[config.mk]
export PLATFORM = sky130hd
export DESIGN_NAME = seq_magnitude_comparator
export DESIGN_NICKNAME = d
export VERILOG_FILES = /design/src/rtl/comparator_pkg.sv /design/src/rtl/digit_comparator.sv /design/src/rtl/seq_magnitude_comparator.sv
export SDC_FILE = /design/constraint.sdc
export NUM_CORES = 1
export LEC_CHECK = 0
export ABC_AREA = 0
export BUFFER_PORTS_ARGS = -buffer_cell sky130_fd_sc_hd__clkbuf_2
export CAP_MARGIN = 40
export CORE_MARGIN = 8
export CORE_UTILIZATION = 49
export DETAILED_ROUTE_END_ITERATION = 6
export MAX_ROUTING_LAYER = met4
export PLACE_DENSITY_LB_ADDON = 0.1
export RECOVER_POWER = 100
export SLEW_MARGIN = 20
export SYNTH_ARGS = -nofsm -noshare
export SYNTH_HDL_FRONTEND = slang
export SYNTH_SLANG_ARGS = --single-unit
[constraint.sdc]
create_clock -name i_clk -period 4.9 [get_ports i_clk]
set_clock_uncertainty 0.15 [all_clocks]
set_input_delay 0.49 -clock i_clk [delete_from_list [all_inputs] [get_ports i_clk]]
set_output_delay 0.49 -clock i_clk [all_outputs]
set_load 0.005 [all_outputs]
[src/rtl/comparator_pkg.sv]
// Shared types and helpers for the sequential magnitude comparator:
// FSM state encoding, verdict encoding and a constant-friendly log2.
package comparator_pkg;

    typedef enum logic [1:0] {
        IDLE = 2'd0,
        SCAN = 2'd1,
        DONE = 2'd2
    } state_t;

    typedef enum logic [1:0] {
        RES_GT = 2'd0,
        RES_LT = 2'd1,
        RES_EQ = 2'd2
    } result_t;

    // Ceiling log2, usable in localparam expressions
    function automatic int clog2(input int value);
        int result;
        int remaining;
        result    = 0;
        remaining = value - 1;
        while (remaining > 0) begin
            result    = result + 1;
            remaining = remaining >> 1;
        end
        return result;
    endfunction

endpackage

[src/rtl/digit_comparator.sv]
// Purely combinational unsigned compare of one DIGIT-bit slice.
module digit_comparator #(
    parameter int DIGIT = 4
) (
    input  logic [DIGIT-1:0] i_a,
    input  logic [DIGIT-1:0] i_b,
    output logic             o_slice_gt,
    output logic             o_slice_lt,
    output logic             o_slice_eq
);

    assign o_slice_gt = (i_a > i_b);
    assign o_slice_lt = (i_a < i_b);
    assign o_slice_eq = (i_a == i_b);

endmodule

[src/rtl/seq_magnitude_comparator.sv]
// Multi-cycle magnitude comparator: scans the captured operands one DIGIT-bit
// slice per cycle, MSB slice first, and registers a GT/LT/EQ verdict.
// Signed operands are handled by flipping the sign bit at capture time, which
// turns a two's-complement compare into an unsigned one.
module seq_magnitude_comparator
    import comparator_pkg::*;
#(
    parameter int WIDTH      = 16,
    parameter int DIGIT      = 4,
    parameter int EARLY_EXIT = 1
) (
    input  logic             i_clk,
    input  logic             i_rst,
    input  logic             i_start,
    input  logic [WIDTH-1:0] i_a,
    input  logic [WIDTH-1:0] i_b,
    input  logic             i_is_signed,
    output logic             o_busy,
    output logic             o_done,
    output logic             o_gt,
    output logic             o_lt,
    output logic             o_eq
);

    localparam int N    = WIDTH / DIGIT;
    localparam int IDXW = (clog2(N) < 1) ? 1 : clog2(N);
    localparam logic [IDXW-1:0]  LAST_IDX = IDXW'(N - 1);
    localparam logic [WIDTH-1:0] MSB_MASK = WIDTH'(1) << (WIDTH - 1);

    state_t            r_state;
    state_t            w_next_state;
    logic [WIDTH-1:0]  r_a;
    logic [WIDTH-1:0]  r_b;
    logic [IDXW-1:0]   r_idx;
    logic              r_found;
    logic              r_found_gt;
    logic              r_gt;
    logic              r_lt;
    logic              r_eq;

    logic [DIGIT-1:0]  w_slice_a;
    logic [DIGIT-1:0]  w_slice_b;
    logic              w_slice_gt;
    logic              w_slice_lt;
    logic              w_slice_eq;
    logic              w_capture;
    logic              w_finish;
    result_t           w_result;

    // Select slice idx, where idx 0 is the most significant slice
    always_comb begin
        w_slice_a = '0;
        w_slice_b = '0;
        for (int k = 0; k < N; k++) begin
            if (r_idx == IDXW'(k)) begin
                w_slice_a = r_a[(N - 1 - k) * DIGIT +: DIGIT];
                w_slice_b = r_b[(N - 1 - k) * DIGIT +: DIGIT];
            end
        end
    end

    digit_comparator #(
        .DIGIT (DIGIT)
    ) u_digit_comparator (
        .i_a        (w_slice_a),
        .i_b        (w_slice_b),
        .o_slice_gt (w_slice_gt),
        .o_slice_lt (w_slice_lt),
        .o_slice_eq (w_slice_eq)
    );

    assign w_capture = i_start && ((r_state == IDLE) || (r_state == DONE));
    assign w_finish  = (r_state == SCAN) &&
                       ((!w_slice_eq && (EARLY_EXIT != 0)) || (r_idx == LAST_IDX));

    // The first differing slice decides the verdict; later slices never override it
    always_comb begin
        w_result = RES_EQ;
        if (r_found) begin
            w_result = r_found_gt ? RES_GT : RES_LT;
        end else if (w_slice_gt) begin
            w_result = RES_GT;
        end else if (w_slice_lt) begin
            w_result = RES_LT;
        end
    end

    // State register
    always_ff @(posedge i_clk) begin
        if (i_rst) begin
            r_state <= IDLE;
        end else begin
            r_state <= w_next_state;
        end
    end

    // Next-state logic; DONE accepts start just like IDLE for back-to-back use
    always_comb begin
        w_next_state = r_state;
        unique case (r_state)
            IDLE:    w_next_state = i_start ? SCAN : IDLE;
            SCAN:    w_next_state = w_finish ? DONE : SCAN;
            DONE:    w_next_state = i_start ? SCAN : IDLE;
            default: w_next_state = IDLE;
        endcase
    end

    // Operand capture, slice walk and verdict registers
    always_ff @(posedge i_clk) begin
        if (i_rst) begin
            r_a        <= '0;
            r_b        <= '0;
            r_idx      <= '0;
            r_found    <= 1'b0;
            r_found_gt <= 1'b0;
            r_gt       <= 1'b0;
            r_lt       <= 1'b0;
            r_eq       <= 1'b0;
        end else if (w_capture) begin
            r_a        <= i_is_signed ? (i_a ^ MSB_MASK) : i_a;
            r_b        <= i_is_signed ? (i_b ^ MSB_MASK) : i_b;
            r_idx      <= '0;
            r_found    <= 1'b0;
            r_found_gt <= 1'b0;
        end else if (r_state == SCAN) begin
            if (!r_found && !w_slice_eq) begin
                r_found    <= 1'b1;
                r_found_gt <= w_slice_gt;
            end
            if (w_finish) begin
                r_gt <= (w_result == RES_GT);
                r_lt <= (w_result == RES_LT);
                r_eq <= (w_result == RES_EQ);
            end else begin
                r_idx <= r_idx + IDXW'(1);
            end
        end
    end

    // Handshake outputs decode the state; verdict outputs come straight from registers
    always_comb begin
        o_busy = (r_state == SCAN);
        o_done = (r_state == DONE);
        o_gt   = r_gt;
        o_lt   = r_lt;
        o_eq   = r_eq;
    end

endmodule

==> impl_results.md, run 1 <==
- Slew Viols, Final: 40
- Critical path origin: r_idx[1]
- Die area: 0.006143 mm^2
- Overflow after GRT: 0
- Syn Nets: 291
- Worst R2R End: o_gt
- # port buffers: 40
- P&R area growth vs syn: 15.29%
- Post-synthesis register bit count: 41
- Slew Limit Headroom: -4.894%
- CTS hold repair buffers: 0
- Worst reg2reg setup slack: 1.94 ns
- Pin count of the biggest net entering global routing: 42
- Register area share after synthesis: a little over two fifths
- Area occupied by multi-input gates: 994.7 um^2
- CP Capture Type: flip-flop
- First-pass GRT wire length: approximately 7100 um
- Outcome: finished with violations
- Die Y: 78.38 um
- DR pass1 iterations: 4
- Routed WL: 4081 um
- Synth warnings: 0
- Width of the die: 78.38 um
- Num ports: between 40 and 50
- R2R depth: 11
- DP HPWL: 2978 um
- CTS tree: yes
- Post-CTS resize count: 0
- Final Hold Viols: 0
- Setup-failing EPs final: 0
- Cells after Synth: around 250
- Register Area: between 800 and 900 um^2
- Vias/cell: 5.015
- Initial antenna violation count: 0
- CTS Sinks: 41
- Most frequent cells in the layout: nand2_1, a21oi_1, dfxtp_1, clkbuf_2, o21ai_0
- Worst path max stage delay: 0.47 ns
- 1st-iter DRT viols: 74
- Slowest stage cell, crit path: o21ai_0
- Starting Density: 51.31%
- Minimum clock period: slightly below 3 ns
- Worst reg2reg startpoint: r_idx[1]
- Hold WS: around 0.27 ns
- Startpoint types: flip-flop
- Setup TNS: 0 ns
- Setup crit end: o_gt
- Least-Margin Pin Slew: roughly 1.6 ns
- P per Cell Area: 320.7 mW/mm^2
- CP Data Required Time: 4.89 ns
- Critical-path maximum fanout: 16
- Tot GR Track Use: 14.37%
- Worst hold path type: input port to flip-flop
- Clock Latency Late Sink: 0.28 ns
- Post-route DRC: 0
- Bufs on Longest Clock Path: 2
- Fillers: 374
- CTS root buf: clkbuf_8
- Total Power: around 710 uW
- Routed via count: 1640
- Failing checks: capacitance limit, slew limit
- CTS Buf Count: 5
- Number of global-route vias before repair: between 1500 and 2000
- ANT cells: 0
- RD Place Congestion: 0.7958
- Peak supply drop: 0.0002027 V
- Commonest non-fill, non-tap cell in the layout: nand2_1
- Distinct cell type count of the synthesized netlist: 27
- Cell Rows: 22
- RSZ-0062 raised after global routing: false
- Final Cycle Share: just over 60%
- Fmax: 337.4 MHz
- Leak pwr: approximately 0.00090 uW
- Max Cap Viol: 1
- Mapped cell area: approximately 0.0019 mm^2
- CTS clock-pin slew for the worst setup and hold paths: around 0.070 ns
- DRT antenna net count: 0
- Drt wl/cell: between 10 and 15 um
- Post-Syn Area per Cell: a little under 8 um^2
- Fraction of layout cells with a size suffix above 1: 17.56%
- Nets: 323
- Kind of critical path: flip-flop to flip-flop
- Critical Path, Cell by Cell: inv_1 -> ha_1 -> and3b_1 -> a21oi_1 -> o21ai_0 -> mux2i_1 -> ha_1 -> nand4_1 -> o21ai_0 -> mux2i_1 -> a21oi_1
- Total setup buffers inserted after CTS: 0
- CTS HTree Levels: 2
- CP Data Arrival Time: 2.95 ns
- Core box area: 0.003716 mm^2
[power by group]
group	switching, uW	internal [uW]
combinational	65.9	55.2
sequential	14.3	356
clock	102	112
[cell families (layout without fill, tap and decap cells)]
kind of cell | Yosys count | after routing | share of synthesized area [%]
buffers and inverters | 22 | 54 | 4.462
XOR/XNOR | 3 | 3 | 1.378
adder cells (fa/ha/maj) | 8 | 8 | 5.250
AND/OR/NAND/NOR | 105 | 105 | 24.80
flip-flops | 41 | 41 | 43.04
multiplexers | 6 | 6 | 3.150
AO/OA/AOI/OAI | 62 | 62 | 17.91
[worst max-delay path: cells and delay by family (launching register included)]
kind | cells | cell delay [ns]
AND/OR/NAND/NOR | 2 | 0.42
buffers and inverters | 1 | 0.08
multiplexers | 2 | 0.35
AO/OA/AOI/OAI | 4 | 0.75
adder cells (fa/ha/maj) | 2 | 0.69
flip-flops | 1 | 0.38
[synth_stat cells]
master	instances	area share [%]
nand2_1	73	14
a21oi_1	44	12
dfxtp_1	41	43
clkbuf_1	14	2.8
o21ai_0	10	2.6
ha_1	8	5.2
nor2_1	8	1.6
mux2i_1	6	3.1
inv_1	5	0.98
nand3b_1	5	2.0
a211oi_1	4	1.6
and3b_1	4	1.8
nor3_1	4	1.0
nand2b_1	3	0.98
nor2b_1	3	0.98
xnor2_1	3	1.4
buf_2	2	0.52
a21o_1	1	0.39
a221oi_2	1	0.79
and2_1	1	0.33
and4_2	1	0.52
buf_1	1	0.20
nand4_1	1	0.33
nor3_2	1	0.52
o211a_1	1	0.52
o21ai_2	1	0.46
or3_1	1	0.33
[final cells by class]
type | count | area share [%]
Tap cell | 48 | 2.732
Clock buffer | 7 | 3.927
Inverter | 5 | 0.8537
Sequential cell | 41 | 37.34
Multi-Input combinational cell | 184 | 45.25
Timing Repair Buffer | 42 | 9.903
[sequential cells by signal, indices dropped and copies added (netlist names)]
register and count:
o_gt 1, r_a 16, r_idx 2, r_b 16, o_eq 1, o_lt 1
r_found_gt 1, r_found 1, r_state 2
[per-layer routing]
layer | wire length [um] | vias up | global-route usage [%] | part of all wire, %
li1 | - | 889 | - | -
met1 | 2039 | 713 | 17.48 | 50
met2 | 1827 | 33 | 22.37 | 45
met3 | 170 | 5 | 3.872 | 4.2
met4 | 42 | 0 | 5.000 | 1.0
met5 | 0 | - | - | 0
[how the worst min path moves through the flow]
stage / slack, ns / cells past startpoint / startpoint / end
final: 0.27 / 3 / i_a[12] / r_a[12]
after global routing: 0.26 / 3 / i_b[1] / r_b[1]
after CTS: 0.26 / 3 / i_b[14] / r_b[14]
after detailed placement: 0.30 / 2 / r_a[13] / r_a[13]
after global placement: 0.29 / 2 / r_b[0] / r_b[0]
after floorplan: 0.28 / 2 / r_a[12] / r_a[12]
[per-stage QoR]
step | instance area (um^2) | worst slack [ns] | utilization, % | instances
after floorplan | 1907 | 2.242 | - | 247
after global placement | 2111 | 2.068 | 56.80 | 319
after detailed placement | 2126 | 2.031 | 57.21 | 320
after CTS | 2212 | 2.011 | 59.53 | 327
after global routing | 2198 | 1.631 | 59.16 | 327
final | 2198 | 1.936 | 59.16 | 327
(Power assumes the default switching activity.)
==> run 2: changes to the inputs <==
==> constraint.sdc (replaced) <==
create_clock -name i_clk -period 3 [get_ports i_clk]
set_clock_uncertainty 0.15 [all_clocks]
set_input_delay 0.3 -clock i_clk [delete_from_list [all_inputs] [get_ports i_clk]]
set_output_delay 0.3 -clock i_clk [all_outputs]
set_load 0.005 [all_outputs]
==> run 2 against run 1 <==
  * The run still ends with capacitance limit, slew limit left
  * Setup slack worse by 1.7 ns
  * Final cell count increased by 0.31%
  * Combinational power up 67%
  * Global-route usage rose by 0.094 points
  * Sequential cell count unchanged
  * Die area unchanged
==> impl_results.md, run 2 (same netlist as run 1, synthesis figures left out) <==
- Slowest stage cell, crit path: dfxtp_1
- First-pass GRT wire length: 7086 um
- CTS hold repair buffers: 0
- DR pass1 iterations: 4
- Design area: 0.002218 mm^2
- Vias/cell: around 5
- Most frequent cells in the layout: nand2_1, a21oi_1, dfxtp_1, clkbuf_2, o21ai_0
- Failing checks: capacitance limit, slew limit
- CTS clock-pin slew for the worst setup and hold paths: 0.07 ns
- Worst path max stage delay: roughly 0.41 ns
- CTS tree: yes
- CTS Buf Count: 5
- P per Cell Area: 523.6 mW/mm^2
- RD Place Congestion: 0.7662
- CTS HTree Levels: 2
- Slew Viols, Final: 40
- Width of the die: 78.38 um
- Hold WS: 0.07537 ns
- 1st-iter DRT viols: just under 80
- RSZ-0062 raised after global routing: false
- DRT antenna net count: 0
- Tot GR Track Use: 14.46%
- Commonest non-fill, non-tap cell in the layout: nand2_1
- Routed via count: 1668
- # port buffers: 40
- Num ports: 41
- Pin count of the biggest net entering global routing: 42
- Least-Margin Pin Slew: 1.555 ns
- Bufs on Longest Clock Path: 2
- Die Y: 78.38 um
- Minimum clock period: 2.786 ns
- Cell Rows: 22
- Crit path top cell by count: ha_1
- CTS Sinks: 41
- DP HPWL: approximately 3000 um
- Setup-failing EPs final: 0
- Routed WL: roughly 4200 um
- Fraction of layout cells with a size suffix above 1: 18.21%
- Final Hold Viols: 0
- CP Data Required Time: 3.06 ns
- Post-Place Cell Area: 0.002118 mm^2
- Critical-path maximum fanout: 8
- Buf+Inv Stages, Crit Path: 1
- Final Cycle Share: 92.88%
- Critical Path, Cell by Cell: inv_1 -> ha_1 -> and3b_1 -> a21oi_1 -> o21ai_0 -> mux2i_1 -> ha_1 -> nor2b_1 -> o211a_1 -> or3_1 -> a221oi_2
- Leak pwr: 0.0009011 uW
- Worst hold path type: input port to flip-flop
- Largest registers: r_a x16, r_b x16
- Delay-heaviest family, CP: simple AND/OR/NAND/NOR gates
- Drt wl/cell: roughly 13 um
- P&R area growth vs syn: 16.34%
- Final Util: 59.70%
- Post-CTS resize count: 0
- Worst setup margin: 0.2135 ns
- Outcome: finished with violations
- Fillers: 379
- Post-place setup slack: 0.09842 ns
- Nets: about 320
- Number of global-route vias before repair: 1549
- CP Data Arrival Time: roughly 2.8 ns
- Total setup buffers inserted after CTS: 0
- Peak supply drop: 0.0003381 V
- ANT cells: 0
- Die area: just over 0.006 mm^2
- Clock Latency Late Sink: 0.29 ns
- Startpoint types: flip-flop
- CTS root buf: clkbuf_8
- Max Cap Viol: 1
- Starting Density: about half
- Slew Limit Headroom: -3.681%
- CP Capture Type: flip-flop
- Setup TNS: 0 ns
- Post-route DRC: 0
- Initial antenna violation count: 0
- Fmax: 358.9 MHz
- Core box area: 0.003716 mm^2
- Kind of critical path: flip-flop to flip-flop
- Overflow after GRT: 0
==> run 2: power by group <==
part           leakage [uW]  internal [uW]  total [uW]  switching (uW)
logic              0.000520           90.5         202             112
clock network     0.0000443            182         355             173
registers          0.000336            581         604            23.1
total              0.000901            854        1160             308
==> run 2: layer usage <==
layer	wire [um]	share of wire, %	GRT usage, %
met5	0	0	-
met4	44	1.0	5.000
met3	202	4.8	3.872
met2	1965	46	22.37
met1	2024	48	17.73
==> run 2: final cells by class <==
type	instances	area (um^2)	area share, %
Sequential cell	41	820.8	37.00
Tap cell	48	60.06	2.707
Multi-Input combinational cell	184	1008	45.46
Inverter	5	18.77	0.8460
Timing Repair Buffer	43	224.0	10.10
Clock buffer	7	86.33	3.892
==> run 2: worst paths after layout <==
path	from	endpoint	slack, ns	depth (start not counted)
hold / removal	i_a[1]	r_a[1]	0.08	3
setup / recovery	r_idx[0]	o_lt	0.21	11
hold reg to reg	r_b[2]	r_b[2]	0.31	2
setup reg to reg	r_idx[0]	o_lt	0.21	11
==> run 2: through the flow <==
step           cells  power (uW)
6_report         328        1162
5_1_grt          328        1232
4_1_cts          327        1167
3_5_place_dp     320       818.4
3_3_place_gp     320       814.6
2_1_floorplan    247       753.3
==> run 2: worst min-delay path, cell delays in order <==
cell and delay [ns]:
clkbuf_2 0.08, nand2_1 0.04, a21oi_1 0.05
